`config.mk`:
```
export PLATFORM = sky130hd
export DESIGN_NAME = branch_resolve_unit
export DESIGN_NICKNAME = d
export VERILOG_FILES = /design/src/rtl/branch_resolve_unit.sv
export SDC_FILE = /design/constraint.sdc
export NUM_CORES = 1
export LEC_CHECK = 0
export CAP_MARGIN = 0
export CORE_MARGIN = 5
export CORE_UTILIZATION = 25
export CTS_CLUSTER_DIAMETER = 40
export DETAILED_ROUTE_END_ITERATION = 7
export GPL_ROUTABILITY_DRIVEN = 0
export PLACE_DENSITY = 0.56
export SYNTH_ARGS = -nofsm -noshare
export SYNTH_HDL_FRONTEND = slang
export SYNTH_SLANG_ARGS = --single-unit
```
`constraint.sdc`:
```
create_clock -name clk -period 2.9 [get_ports clk]
set_input_delay 0.29 -clock clk [delete_from_list [all_inputs] [get_ports clk]]
set_output_delay 0.29 -clock clk [all_outputs]
set_load 0.05 [all_outputs]
```
`src/rtl/branch_resolve_unit.sv`:
```
// Branch condition resolver for the ID stage of the pipelined MIPS core.
// Resolves six conditional branch types, computes the branch target, and
// registers the result into the ID/EX boundary with stall and flush control.
// Saturating branch/taken event counters are kept for performance readout.
module branch_resolve_unit #(
    parameter int WIDTH = 32,
    parameter int CNT_W = 16
) (
    input  logic             clk,
    input  logic             reset,
    input  logic             stall,
    input  logic             flush,
    input  logic             valid_in,
    input  logic [2:0]       br_op,
    input  logic [WIDTH-1:0] rs_val,
    input  logic [WIDTH-1:0] rt_val,
    input  logic [WIDTH-1:0] pc4,
    input  logic [15:0]      imm16,
    output logic             valid_out,
    output logic             is_branch,
    output logic             taken,
    output logic [WIDTH-1:0] target,
    output logic             illegal,
    output logic [CNT_W-1:0] branch_count,
    output logic [CNT_W-1:0] taken_count
);

    typedef enum logic [2:0] {
        OP_NONE = 3'd0,
        OP_BEQ  = 3'd1,
        OP_BNE  = 3'd2,
        OP_BLEZ = 3'd3,
        OP_BGTZ = 3'd4,
        OP_BLTZ = 3'd5,
        OP_BGEZ = 3'd6,
        OP_ILL  = 3'd7
    } br_op_e;

    localparam logic [CNT_W-1:0] CNT_MAX = '1;

    br_op_e           op;
    logic             cond;
    logic             op_is_branch;
    logic             rs_neg;
    logic             rs_zero;
    logic [WIDTH-1:0] offset;
    logic [WIDTH-1:0] target_calc;

    logic             valid_q,   valid_d;
    logic             is_br_q,   is_br_d;
    logic             taken_q,   taken_d;
    logic             illegal_q, illegal_d;
    logic [WIDTH-1:0] target_q,  target_d;
    logic [CNT_W-1:0] br_cnt_q,  br_cnt_d;
    logic [CNT_W-1:0] tk_cnt_q,  tk_cnt_d;

    assign op      = br_op_e'(br_op);
    assign rs_neg  = rs_val[WIDTH-1];
    assign rs_zero = (rs_val == '0);

    // Word offset: sign-extend {imm16, 00} to WIDTH; the add wraps naturally.
    assign offset      = WIDTH'($signed({imm16, 2'b00}));
    assign target_calc = pc4 + offset;

    // Branch condition decode; rt only matters for beq/bne.
    always_comb begin
        // NOTE: every always_comb output gets a default first so no path leaves it unassigned (no latch).
        cond         = 1'b0;
        op_is_branch = 1'b1;
        case (op)
            OP_BEQ:  cond = (rs_val == rt_val);
            OP_BNE:  cond = (rs_val != rt_val);
            OP_BLEZ: cond = rs_neg | rs_zero;
            OP_BGTZ: cond = !rs_neg & !rs_zero;
            OP_BLTZ: cond = rs_neg;
            OP_BGEZ: cond = !rs_neg;
            default: op_is_branch = 1'b0;
        endcase
    end

    // Next-state for the output stage and counters: flush > stall > capture/bubble.
    always_comb begin
        valid_d   = valid_q;
        is_br_d   = is_br_q;
        taken_d   = taken_q;
        illegal_d = illegal_q;
        target_d  = target_q;
        br_cnt_d  = br_cnt_q;
        tk_cnt_d  = tk_cnt_q;
        if (flush) begin
            valid_d   = 1'b0;
            is_br_d   = 1'b0;
            taken_d   = 1'b0;
            illegal_d = 1'b0;
        end else if (!stall) begin
            if (valid_in) begin
                valid_d   = 1'b1;
                is_br_d   = op_is_branch;
                taken_d   = cond;
                illegal_d = (op == OP_ILL);
                target_d  = target_calc;
                if (op_is_branch) begin
                    if (br_cnt_q != CNT_MAX) br_cnt_d = br_cnt_q + CNT_W'(1);
                    if (cond && tk_cnt_q != CNT_MAX) tk_cnt_d = tk_cnt_q + CNT_W'(1);
                end
            end else begin
                valid_d   = 1'b0;
                is_br_d   = 1'b0;
                taken_d   = 1'b0;
                illegal_d = 1'b0;
            end
        end
    end

    // Output stage and counter registers with synchronous reset.
    always_ff @(posedge clk) begin
        // NOTE: sequential state uses <= so all registers update together from pre-edge values.
        if (reset) begin
            valid_q   <= 1'b0;
            is_br_q   <= 1'b0;
            taken_q   <= 1'b0;
            illegal_q <= 1'b0;
            target_q  <= '0;
            br_cnt_q  <= '0;
            tk_cnt_q  <= '0;
        end else begin
            valid_q   <= valid_d;
            is_br_q   <= is_br_d;
            taken_q   <= taken_d;
            illegal_q <= illegal_d;
            target_q  <= target_d;
            br_cnt_q  <= br_cnt_d;
            tk_cnt_q  <= tk_cnt_d;
        end
    end

    assign valid_out    = valid_q;
    assign is_branch    = is_br_q;
    assign taken        = taken_q;
    assign illegal      = illegal_q;
    assign target       = target_q;
    assign branch_count = br_cnt_q;
    assign taken_count  = tk_cnt_q;

endmodule
```
# --- Word level (Yosys, flattened, before mapping) ---
# Cells that the tools add are included.
word_totals:
  ff_bits: 68
  in_bits: 120
  elab_cells: 40
classes:
  addsub: 3
  eq_ne: 11
  n_mux: 6
  bitwise: 4
  n_reduce_logical: 9
ops:
  columns: ["cell", "count"]
  rows:
  - ["$add 16x1->16 const B", 2]
  - ["$add 32x32->32", 1]
  - ["$eq 32x32->1", 1]
  - ["$logic_not 32->1", 1]
  - ["$ne 16x16->1 const B", 2]
  - ["$ne 32x32->1", 1]
  - ["$eq 3x3->1 const B", 4]
  - ["$reduce_and 5->1", 2]
  - ["$eq 3x2->1 const B", 2]
  - ["$pmux 1 s6", 1]
  - ["$reduce_or 6->1", 1]
  - ["$mux 1", 5]
  - ["$eq 3x1->1 const B", 1]
  - ["$reduce_and 3->1", 1]
  - ["$logic_not 1->1", 2]
  - ["$not 1->1", 2]
  - ["$reduce_or 2->1", 1]
  - ["$and 1x1->1", 1]
  - ["$logic_and 1x1->1", 1]
  - ["$or 1x1->1", 1]

# --- Logic depth before layout (Yosys ltp) ---
logic_depth:
  ltp_word: 6
  depth_mapped: 12
  depth_no_buf: 12

# --- Worst setup path after synthesis ---
# No wires, ideal clock.
synth_timing:
  kind: "input to register"
  from: "input port pc4[3]"
  to: "register target_q[31] (netlist: target[31])"
  setup_time_ns: 0.132
  arrival_time_ns: 2.555
  required_ns: 2.768
  slack_ns: 0.212
  cell_stages: 10
  n_path_buf: 0
  cell_sequence: "ha_1 -> a211oi_4 -> o21ai_2 -> a41o_1 -> a2111o_1 -> a311o_2 -> a21oi_2 -> a21oi_1 -> xnor2_1 -> a21oi_1"
synth_between:
  elab_chain_cells: 1
synth_rtl:
  columns: ["element", "line_no", "source"]
  rows:
  - ["start, declared", "17", "input logic [WIDTH-1:0] pc4,"]
  - ["$add 32x32->32", "63", "assign target_calc = pc4 + offset;"]
  - ["end signal, assigned", "131", "target_q <= target_d;"]
  - ["end, declared", "53", "logic [WIDTH-1:0] target_q, target_d;"]
# No other way between the ends.
# A chain may end at the register's enable or synchronous reset.

# --- Worst setup path after layout ---
layout_timing:
  from: "input port pc4[4]"
  to: "register target_q[31] (netlist: target[31])"
# Same word-level chain as after synthesis.

==> summary.txt <==
Clocking
  • Max Buffers Root-to-Sink: 2
  • Skew-Pair Late Insertion Delay: 340 ps
  • CTS tree: done
  • CTS Sinks: a little under 70
  • Num CTS Buffers: 9
  • Clock slew at reported path FFs: approximately 60 ps
  • # hold bufs at CTS: 0
  • H-tree depth: 3
  • Root Driver: clkbuf_16

Worst setup path
  • Type of origin of the critical path: primary input
  • Slowest CP cell: clkdlybuf4s50_1
  • Crit. End Element: flop
  • Critical Path AT: 2990 ps
  • WP data required: 3120 ps
  • Critical path peak fanout: 3
  • Setup CP Type: in2reg
  • Crit-path max cell delay: 470 ps
  • CP Cell Sequence: clkdlybuf4s50_1 > ha_2 > o21ai_2 > o21ai_2 > a41o_1 > a2111o_1 > a311o_2 > a21oi_2 > a21oi_1 > xnor2_1 > a21oi_1

Route
  • Final wirelength: roughly 16000 um
  • Initial DRC Count: 175
  • DR DRC count: 0
  • Antenna-violating nets left: 0
  • Mean routed wirelength per cell: 15.5 um
  • Vias: just under 5000
  • Vias per cell: ~4.7
  • Router iterations before antenna repair: 4

Timing
  • Worst Clk Skew: 4.39 ps
  • Setup TNS Final: 0 ps
  • RSZ-0062 raised after global routing: no
  • Max_slew headroom: 51.5%
  • Period utilization: 95.5%
  • Final min period: approximately 2800 ps
  • Worst slew pin tran: 728 ps
  • Setup ws final: roughly 130 ps
  • Endpoints failing setup: 0
  • Worst hold slack: 240 ps
  • Final slew viol count: 0
  • FMAX: 361 MHz
  • Hold Vio Cnt, Final: 0

Die
  • I/O pin count: 188
  • Die height: 145 um
  • # rows: around 50
  • Total Die Area: 0.0210 mm^2
  • Initial core utilization: between 20% and 30%
  • Die X-Extent: 145 um
  • CORE AREA: roughly 0.018 mm^2

Global route
  • Gr ovfl total: 0
  • Initial antenna violation count: 0
  • GRT Util Overall: around 15%
  • Largest net degree at the start of global routing: 63
  • Vias in the first global route: ~4800
  • First-pass GRT wire length: 24600 um

Finish
  • Proportion of layout cells with a drive suffix above 1: 13.7%
  • Area growth from synthesis to layout: 65.9%
  • Nets: 966
  • Fin cells: 1048
  • Ant. Diodes: 0

Placed design
  • Setup WS pre-CTS: -388 ps
  • Post-DP HPWL: 12900 um
  • # port buffers: 187
  • Placed Cells: approximately 1000

Logic synthesis
  • FF+latch count, synth: between 60 and 70
  • Register area share after synthesis: between 20 and 30%
  • Count of cell types in the netlist: 57
  • Post-synth ARST share: 0%
  • Number of flops mapped to enable cells by yosys: 0
  • Syn avg cell area: 8.12 um^2
  • Main synth FF type: dfxtp_1
  • Synthesized cell area: 0.00454 mm^2
  • Syn nets: 711
  • YS warnings: 0
  • Post-Synthesis Cells: approximately 560

Power
  • Pint: 2.09 mW
  • P per Cell Area: 395 mW/mm^2
  • Net Sw Frac: 29.6%
  • Sw power: around 0.88 mW
  • Clock share of power: approximately 37%
  • Logic pwr share: 30.4%
  • Total power: 2.98 mW
  • Seq pwr share: between 30% and 40%
  • Lkg Pwr: 2.91 nW
  • Max VDD drop: roughly 0.21 mV

Hold path
  • Tightest Hold Check Type: in2reg

Job
  • Max_cap viols: 0

Status
  • Status: complete, no violations
==> power groups by stage <==
| stage | logic (mW) | clock network, mW | registers [mW] |
|---|---|---|---|
| after floorplan | 0.373 | 0 | 1.08 |
| after global placement | 0.890 | 0 | 0.994 |
| after detailed placement | 0.890 | 0 | 0.994 |
| after CTS | 0.897 | 1.13 | 0.974 |
| after global routing | 0.981 | 1.16 | 0.976 |
| final | 0.903 | 1.10 | 0.974 |
==> flip-flops by register name (all words and copies together), names as in the netlist <==
name          count
taken_count      16
valid_out         1
target           32
taken             1
illegal           1
is_branch         1
branch_count     16
==> Yosys cell counts (6+ instances only) <==
library cell | instances | area [um^2]
nand2_1 | 71 | 267
dfxtp_1 | 68 | 1360
xnor2_1 | 57 | 499
a21oi_1 | 51 | 255
nor2_1 | 44 | 165
ha_1 | 31 | 388
nand4_1 | 22 | 138
xor2_1 | 22 | 193
o21ai_0 | 16 | 80.1
a21o_1 | 13 | 97.6
and3_1 | 13 | 81.3
nor3_1 | 12 | 60.1
clkbuf_1 | 11 | 41.3
inv_1 | 11 | 41.3
nand3_1 | 10 | 50.1
nor4_1 | 10 | 62.6
nor2b_1 | 9 | 56.3
or3_1 | 6 | 37.5
==> worst paths after layout <==
check	startpoint	end	slack, ps	cells after the start
worst max-delay path	pc4[4]	target[31]	130	11
worst min-delay path	reset	target[26]	240	2
worst max register to register	branch_count[7]	branch_count[15]	620	10
worst min register to register	target[16]	target[16]	450	2
==> layout by cell type, fill, tap and decap left out, drive strengths merged, types with 5 or more instances in the layout <==
master	count
clkdlybuf4s50	183
buf	76
nand2	71
dfxtp	68
xnor2	57
a21oi	52
nor2	44
ha	31
nand4	22
xor2	22
o21ai	18
and3	13
a21o	13
nor3	12
inv	11
nand3	11
nor4	10
clkbuf	9
nor2b	9
or3	6
a31oi	6
clkinv	6
nand2b	5
and2	5
a211oi	5
==> metal layers <==
layer | vias up | part of all wire, % | track usage (%)
li1 | 2522 | - | -
met1 | 2247 | 45 | 18.9
met2 | 144 | 46 | 24.8
met3 | 16 | 7.2 | 3.81
met4 | 0 | 1.8 | 4.57
met5 | - | 0 | 0
==> critical path: cells and delay by family <==
kind | cells | cell delay [ps]
AOI/OAI and AO/OA | 8 | 1790
xor gates and xnor gates | 1 | 150
adders and majority gates | 1 | 290
buffers and inverters | 1 | 470
==> cell families after synthesis <==
kind of cell	after synthesis	share of synthesized area (%)
DFF	68	30.0
AOI/OAI and AO/OA	127	18.2
and+or+nand+nor	220	24.2
adders and majority gates	32	8.98
muxes	4	0.882
buffers and inverters	29	2.54
xor gates and xnor gates	79	15.2
==> metrics by stage <==
stage	utilization (%)	cell area (um^2)
detailed placement	40.1	7180
global placement	40.1	7180
global route	42.1	7530
floorplan	-	4540
CTS	41.8	7480
finish	42.1	7530
==> timing repair <==
action / 4_1_cts / 5_1_grt
setup buffers: 0 / 1
endpoints found under the hold margin: 0 / 0
resized for setup: 1 / 13
setup endpoints to repair: 4 / 10
pin swaps: 2 / 2
==> cell type report <==
cell class	instances	area, um^2
Clock inverter	7	67.6
Multi-Input combinational cell	462	3110
Inverter	11	41.3
Clock buffer	9	225
Sequential cell	68	1360
Timing Repair Buffer	262	2440
Fill cell	1882	10400
Tap cell	229	287
No activity file was read; power rests on OpenSTA's default activity.
